--- config.mk ---
export PLATFORM = sky130hd
export DESIGN_NAME = frame_diff_scanner_flat
export DESIGN_NICKNAME = d
export VERILOG_FILES = /design/src/rtl/frame_diff_scanner_if.sv /design/src/rtl/frame_diff_scanner.sv /design/src/flat_wrapper.sv
export SDC_FILE = /design/constraint.sdc
export NUM_CORES = 1
export LEC_CHECK = 0
export ABC_AREA = 1
export CAP_MARGIN = 10
export CORE_MARGIN = 2
export CORE_UTILIZATION = 65
export CTS_BUF_LIST = sky130_fd_sc_hd__clkbuf_4
export CTS_CLUSTER_DIAMETER = 150
export CTS_CLUSTER_SIZE = 24
export DETAILED_ROUTE_END_ITERATION = 8
export PLACE_DENSITY_LB_ADDON = 0.05
export SYNTH_ARGS = -nofsm -noshare
export SYNTH_HDL_FRONTEND = slang
export SYNTH_SLANG_ARGS = --single-unit
--- constraint.sdc ---
create_clock -name clk -period 3.6 [get_ports clk]
set_input_delay 0.72 -clock clk [delete_from_list [all_inputs] [get_ports clk]]
set_output_delay 0.72 -clock clk [all_outputs]
set_load 0.03 [all_outputs]
--- src/rtl/frame_diff_scanner_if.sv ---
// ---------------------------------------------------------------------------
// frame_diff_scanner_if
//   Bundles the signals between the raster scanner, the game-state logic and
//   the display command engine.
//   Parameters GRID_W / GRID_H / CODE_W must match the scanner instance.
//   Signals:
//     snake_body, snake_head, apple, border : object flags for the presented x/y
//     game_over, mode_pb                    : restart request (both high)
//     cmd_done                              : display engine ready / draw finished
//     x, y                                  : current cell
//     obj_code, diff                        : draw request for (x, y)
//     init_cycle, en_update, enable_loop,
//     sync_reset                            : frame / state status
//   Modports:
//     master : scanner side (drives x/y and the draw request)
//     slave  : game logic + display engine side
// ---------------------------------------------------------------------------
interface frame_diff_scanner_if #(
  parameter int GRID_W = 16,
  parameter int GRID_H = 12,
  parameter int CODE_W = 3
);
  localparam int XW = $clog2(GRID_W);
  localparam int YW = $clog2(GRID_H);

  logic              snake_body;
  logic              snake_head;
  logic              apple;
  logic              border;
  logic              game_over;
  logic              mode_pb;
  logic              cmd_done;
  logic [XW-1:0]     x;
  logic [YW-1:0]     y;
  logic [CODE_W-1:0] obj_code;
  logic              diff;
  logic              init_cycle;
  logic              en_update;
  logic              enable_loop;
  logic              sync_reset;

  modport master (
    input  snake_body, snake_head, apple, border, game_over, mode_pb, cmd_done,
    output x, y, obj_code, diff, init_cycle, en_update, enable_loop, sync_reset
  );

  modport slave (
    output snake_body, snake_head, apple, border, game_over, mode_pb, cmd_done,
    input  x, y, obj_code, diff, init_cycle, en_update, enable_loop, sync_reset
  );
endinterface

--- src/rtl/frame_diff_scanner.sv ---
// ---------------------------------------------------------------------------
// frame_diff_scanner
//   Walks every cell of a GRID_W x GRID_H map, encodes the object flags the
//   game logic presents for the current x/y, compares the code against the
//   last drawn frame and raises a draw request only for changed cells.
//   The first frame after reset/restart redraws every cell.
//   Optional feature: define FDS_FULL_REFRESH_EN to force a full redraw
//   every REFRESH_FRAMES frames.
//   Ports:
//     clk  : system clock, all logic on posedge
//     rst  : synchronous, active-high reset (priority over restart)
//     bus  : frame_diff_scanner_if.master (flags in, cmd_done in,
//            x/y/obj_code/diff and status pulses out)
// ---------------------------------------------------------------------------
module frame_diff_scanner #(
  parameter int GRID_W         = 16,
  parameter int GRID_H         = 12,
  parameter int CODE_W         = 3,
  parameter int REFRESH_FRAMES = 8
) (
  input  logic                 clk,
  input  logic                 rst,
  frame_diff_scanner_if.master bus
);
  localparam int XW    = $clog2(GRID_W);
  localparam int YW    = $clog2(GRID_H);
  localparam int CELLS = GRID_W * GRID_H;
  localparam int IDX_W = $clog2(CELLS);

  localparam logic [1:0] ST_IDLE      = 2'd0;
  localparam logic [1:0] ST_SCAN      = 2'd1;
  localparam logic [1:0] ST_DRAW      = 2'd2;
  localparam logic [1:0] ST_FRAME_END = 2'd3;

  generate
    if (CODE_W < 3 || REFRESH_FRAMES < 1) begin : g_param_check
      $error("frame_diff_scanner: CODE_W must be >= 3 and REFRESH_FRAMES >= 1");
    end
  endgenerate

  logic [1:0]        r_state;
  logic [XW-1:0]     r_x;
  logic [YW-1:0]     r_y;
  logic [CODE_W-1:0] r_obj_code;
  logic              r_diff;
  logic              r_init_cycle;
  logic              r_en_update;
  logic              r_sync_reset;
  logic [CODE_W-1:0] r_map [CELLS];

  logic              w_restart;
  logic              w_last_x;
  logic              w_last_y;
  logic              w_frame_done;
  logic [XW-1:0]     w_next_x;
  logic [YW-1:0]     w_next_y;
  logic [IDX_W-1:0]  w_idx;
  logic [2:0]        w_code3;
  logic [CODE_W-1:0] w_ncode;
  logic              w_map_wr;
  logic              w_refresh_due;

  // Flags are combinational responses to the current x/y; head wins overlaps.
  always_comb begin
    w_code3 = 3'd0;
    if (bus.snake_head)      w_code3 = 3'd4;
    else if (bus.snake_body) w_code3 = 3'd3;
    else if (bus.apple)      w_code3 = 3'd2;
    else if (bus.border)     w_code3 = 3'd1;
  end

  assign w_ncode      = CODE_W'(w_code3);
  assign w_idx        = IDX_W'(r_y) * IDX_W'(GRID_W) + IDX_W'(r_x);
  assign w_restart    = bus.game_over & bus.mode_pb;
  assign w_last_x     = (r_x == XW'(GRID_W - 1));
  assign w_last_y     = (r_y == YW'(GRID_H - 1));
  assign w_frame_done = w_last_x & w_last_y;
  assign w_next_x     = w_last_x ? '0 : r_x + 1'b1;
  assign w_next_y     = w_last_x ? (w_last_y ? '0 : r_y + 1'b1) : r_y;
  assign w_map_wr     = (r_state == ST_DRAW) & bus.cmd_done;

`ifdef FDS_FULL_REFRESH_EN
  localparam int CNT_W = (REFRESH_FRAMES > 1) ? $clog2(REFRESH_FRAMES) : 1;
  logic [CNT_W-1:0] r_frame_cnt;

  assign w_refresh_due = (r_state == ST_FRAME_END) &&
                         (r_frame_cnt == CNT_W'(REFRESH_FRAMES - 1));

  always_ff @(posedge clk) begin
    if (rst || w_restart) begin
      r_frame_cnt <= '0;
    end else if (r_state == ST_FRAME_END) begin
      r_frame_cnt <= w_refresh_due ? '0 : r_frame_cnt + 1'b1;
    end
  end
`else
  assign w_refresh_due = 1'b0;
`endif

  // Last-drawn frame; cleared so the next full frame starts from a blank map.
  always_ff @(posedge clk) begin
    if (rst || w_restart) begin
      for (int i = 0; i < CELLS; i++) r_map[i] <= '0;
    end else if (w_map_wr) begin
      r_map[w_idx] <= r_obj_code;
    end
  end

  always_ff @(posedge clk) begin
    if (rst) begin
      r_state      <= ST_IDLE;
      r_x          <= '0;
      r_y          <= '0;
      r_obj_code   <= '0;
      r_diff       <= 1'b0;
      r_init_cycle <= 1'b1;
      r_en_update  <= 1'b0;
      r_sync_reset <= 1'b0;
    end else begin
      r_en_update  <= 1'b0;
      r_sync_reset <= 1'b0;
      if (w_restart) begin
        // Restart aborts whatever is in flight, including a pending draw.
        r_sync_reset <= 1'b1;
        r_x          <= '0;
        r_y          <= '0;
        r_diff       <= 1'b0;
        r_init_cycle <= 1'b1;
        r_state      <= ST_IDLE;
      end else begin
        case (r_state)
          ST_IDLE: begin
            if (bus.cmd_done) r_state <= ST_SCAN;
          end
          ST_SCAN: begin
            if (r_init_cycle || (w_ncode != r_map[w_idx])) begin
              r_obj_code <= w_ncode;
              r_diff     <= 1'b1;
              r_state    <= ST_DRAW;
            end else begin
              r_x     <= w_next_x;
              r_y     <= w_next_y;
              r_state <= w_frame_done ? ST_FRAME_END : ST_SCAN;
            end
          end
          ST_DRAW: begin
            if (bus.cmd_done) begin
              r_diff  <= 1'b0;
              r_x     <= w_next_x;
              r_y     <= w_next_y;
              r_state <= w_frame_done ? ST_FRAME_END : ST_SCAN;
            end
          end
          default: begin
            r_en_update  <= 1'b1;
            r_init_cycle <= w_refresh_due;
            r_state      <= ST_SCAN;
          end
        endcase
      end
    end
  end

  assign bus.x           = r_x;
  assign bus.y           = r_y;
  assign bus.obj_code    = r_obj_code;
  assign bus.diff        = r_diff;
  assign bus.init_cycle  = r_init_cycle;
  assign bus.en_update   = r_en_update;
  assign bus.enable_loop = (r_state == ST_SCAN);
  assign bus.sync_reset  = r_sync_reset;
endmodule
--- src/flat_wrapper.sv ---
// flat-port wrapper written by rule: the top's interface ports become plain ports
module frame_diff_scanner_flat 
#(
  parameter int GRID_W         = 16,
  parameter int GRID_H         = 12,
  parameter int CODE_W         = 3,
  parameter int REFRESH_FRAMES = 8
)
  (clk, rst, bus_snake_body, bus_snake_head, bus_apple, bus_border, bus_game_over, bus_mode_pb, bus_cmd_done, bus_x, bus_y, bus_obj_code, bus_diff, bus_init_cycle, bus_en_update, bus_enable_loop, bus_sync_reset);
  frame_diff_scanner_if #(.GRID_W(GRID_W), .GRID_H(GRID_H), .CODE_W(CODE_W)) bus_i ();
  input  logic clk;
  input  logic rst;
  input wire logic [$bits(bus_i.snake_body)-1:0] bus_snake_body;
  input wire logic [$bits(bus_i.snake_head)-1:0] bus_snake_head;
  input wire logic [$bits(bus_i.apple)-1:0] bus_apple;
  input wire logic [$bits(bus_i.border)-1:0] bus_border;
  input wire logic [$bits(bus_i.game_over)-1:0] bus_game_over;
  input wire logic [$bits(bus_i.mode_pb)-1:0] bus_mode_pb;
  input wire logic [$bits(bus_i.cmd_done)-1:0] bus_cmd_done;
  output wire logic [$bits(bus_i.x)-1:0] bus_x;
  output wire logic [$bits(bus_i.y)-1:0] bus_y;
  output wire logic [$bits(bus_i.obj_code)-1:0] bus_obj_code;
  output wire logic [$bits(bus_i.diff)-1:0] bus_diff;
  output wire logic [$bits(bus_i.init_cycle)-1:0] bus_init_cycle;
  output wire logic [$bits(bus_i.en_update)-1:0] bus_en_update;
  output wire logic [$bits(bus_i.enable_loop)-1:0] bus_enable_loop;
  output wire logic [$bits(bus_i.sync_reset)-1:0] bus_sync_reset;
  assign bus_i.snake_body = bus_snake_body;
  assign bus_i.snake_head = bus_snake_head;
  assign bus_i.apple = bus_apple;
  assign bus_i.border = bus_border;
  assign bus_i.game_over = bus_game_over;
  assign bus_i.mode_pb = bus_mode_pb;
  assign bus_i.cmd_done = bus_cmd_done;
  assign bus_x = bus_i.x;
  assign bus_y = bus_i.y;
  assign bus_obj_code = bus_i.obj_code;
  assign bus_diff = bus_i.diff;
  assign bus_init_cycle = bus_i.init_cycle;
  assign bus_en_update = bus_i.en_update;
  assign bus_enable_loop = bus_i.enable_loop;
  assign bus_sync_reset = bus_i.sync_reset;
  frame_diff_scanner #(.GRID_W(GRID_W), .GRID_H(GRID_H), .CODE_W(CODE_W), .REFRESH_FRAMES(REFRESH_FRAMES)) u_core (.clk(clk), .rst(rst), .bus(bus_i));
endmodule
==> results.cfg <==
[worst_setup_path]
critical_path_class = reg2out
cpPeakStageDelay_ns = 0.75
crit_fanout = 78
crit_family = buffers and inverters
path_cells = buf_12 -> clkdlybuf4s50_1
cp-start-kind = flip-flop
crit_required_ns = 2.88
critical_path_arrival_ns = 2.81
critPathCaptureType = output pin
cp_slowest_cell = clkdlybuf4s50_1
path_buf_inv = 2

[timing]
worst_pin_slew_ns = 1.15
slew_violations = 0
finalSetupViolCount = 0
post-route-min-period_ns = 3.53
slew_headroom_pct = 23.0
fin_crit_sh_pct = 98.0
fin_worst_skew_ns = 0.0889
fmaxAchievable_mhz = 283
hold_viol_final = 0
fin_setup_tns_ns = 0
rsz0062_at_grt = false

[die]
die_area_sq_um = 60100
initial_utilization_pct = 65.6
rows = 88
chipHeight_um = 245
chipWidth_um = 245
pin_count = 25
core_sq_um = 57600

[clock_network]
clockBufferDepth = 3
tritoncts = yes
clk_pin_slew_worst_paths_ns = 0.26
numCtsBuffers = 38
cts-root-buf = clkbuf_4
clock-sinks = 785
clk_latency_ns = 0.95
cts_setup_buffers = 0
cts_max_level = 2
hold_buffers = 0

[synth]
ys_seq_elements = 785
syn_nets = 4368
seq_area_frac_synth_pct = 61.9
synthCells = 4347
ys_types = 28
avgSynthCellArea_sq_um = 8.69
syn_area_sq_um = 37800
yosysWarnings = 0

[route]
drt_wl_total_um = 94100
dr.pass1.iters = 5
dr.first_iter.drc_count = 3190
vias = 28079
via_per_inst = 5.59
post-route-drc-count = 0
wl_per_cell_um = 18.8
ant_nets = 0

[placement]
place_area_sq_um = 38800
port_buffers = 24
gp_congestion = 0.890
hpwl_um = 57100

[power_and_ir_drop]
power_density_nw_per_um2 = 403
power_mw = 15.8
peakVddDrop_uv = 364
leakage_nw = 15.7

[layout]
final_area_sq_um = 39200
area_growth_pct = 3.80
postLayoutCoreUtil_pct = 68.1
final_cell_mix = nand2_1, nor2_1, edfxtp_1
drive_above_1_share_pct = 4.23
final_nets = 4264
layout_commonest_cell = nand2_1

[global_route]
grt_pass1_vias = 26343
grt_pass1_wl_um = 144000
grt_max_degree = 134
antenna_found_initial = 2
grt-ovfl-total = 0
grt.total_usage_pct = 31.5

[flow_run]
maxCapViolCount = 0

[worst_hold_path]
worstHoldPathType = in2reg

[status]
status = finished, final reports clean
[final timing paths]
path                          start                    end  slack (ns)  cells after the start
setup reg to reg    u_core.bus.x[1]        u_core.bus.x[1]        0.27                     20
hold / removal          bus_mode_pb  u_core.bus.sync_reset        0.41                      3
hold reg to reg   u_core.r_state[1]      u_core.r_state[1]        0.53                      2
setup / recovery    u_core.bus.x[1]               bus_x[1]        0.07                      2
[stage by stage]
step                std cells  setup WS [ns]  hold WS, ns
finish                   5019         0.0724        0.413
global route             5019         0.0105        0.415
CTS                      5018         0.0129        0.353
detailed placement       4968          0.323        0.507
global placement         4968          0.370        0.500
floorplan                4347          0.812        0.476
[routing by layer]
layer	share of wire (%)	global-route usage, %
met1	40	42.8
met2	47	52.3
met3	9.2	4.09
met4	3.9	11.7
met5	0.014	0
[kinds of logic (layout without fill, tap and decap cells)]
| group | count (synthesis) | after routing | synth area share [%] |
|---|---|---|---|
| xor gates and xnor gates | 2 | 2 | 0.0464 |
| DFF | 785 | 785 | 61.9 |
| buffers and inverters | 600 | 506 | 6.71 |
| other | 0 | 1 | 0 |
| adders and majority gates | 12 | 12 | 0.397 |
| and+or+nand+nor | 2687 | 2687 | 27.4 |
| AOI/OAI and AO/OA | 261 | 261 | 3.51 |
[repair_timing]
| item | CTS | global route |
|---|---|---|
| hold endpoints to repair | 0 | 0 |
| resized for setup | 0 | 2 |
| endpoints found under the setup margin | 0 | 1 |
[worst min-delay path, cell delays in order]
cell	delay, ns
clkdlybuf4s50_1	0.39
nand2_1	0.15
nor2_1	0.05
[registers in the layout, summed over array words and instances, names as in the netlist]
| signal | cells |
|---|---|
| u_core.bus.diff | 1 |
| u_core.bus.en_update | 1 |
| u_core.bus.init_cycle | 1 |
| u_core.bus.obj_code | 3 |
| u_core.bus.sync_reset | 1 |
| u_core.bus.x | 4 |
| u_core.bus.y | 4 |
| u_core.r_map | 768 |
| u_core.r_state | 2 |
[where the power goes]
| part | total, mW | switching [mW] | internal (mW) |
|---|---|---|---|
| Sequential | 10.6 | 0.142 | 10.5 |
| Combinational | 2.04 | 1.48 | 0.561 |
| Clock | 3.17 | 2.55 | 0.621 |
| Total | 15.8 | 4.17 | 11.6 |
[area by class of cell]
type,count,area (sq um)
clock buffer,49,368
timing repair buffer,127,1330
sequential,785,23400
multi-input combinational,2962,11900
inverter,329,1260
antenna,1,2.50
fill,4634,18400
tap,765,957
clock inverter,1,8.76
[cell usage after synthesis (all sizes together)]
cell	number	area [sq um]
buf	134	785
clkinv	1	3.75
ha	12	150
a21oi	74	382
clkbuf	137	514
inv	328	1230
o21ai	181	906
dfxtp	17	340
nor3	1	10.0
xor2	2	17.5
edfxtp	768	23100
nand4	6	37.5
a31oi	1	6.26
nand2	1512	5690
o21bai	1	7.51
o22ai	4	25.0
nand3	167	846
nor2	1001	3760
Note: power is estimated with default switching activity, not from simulation.
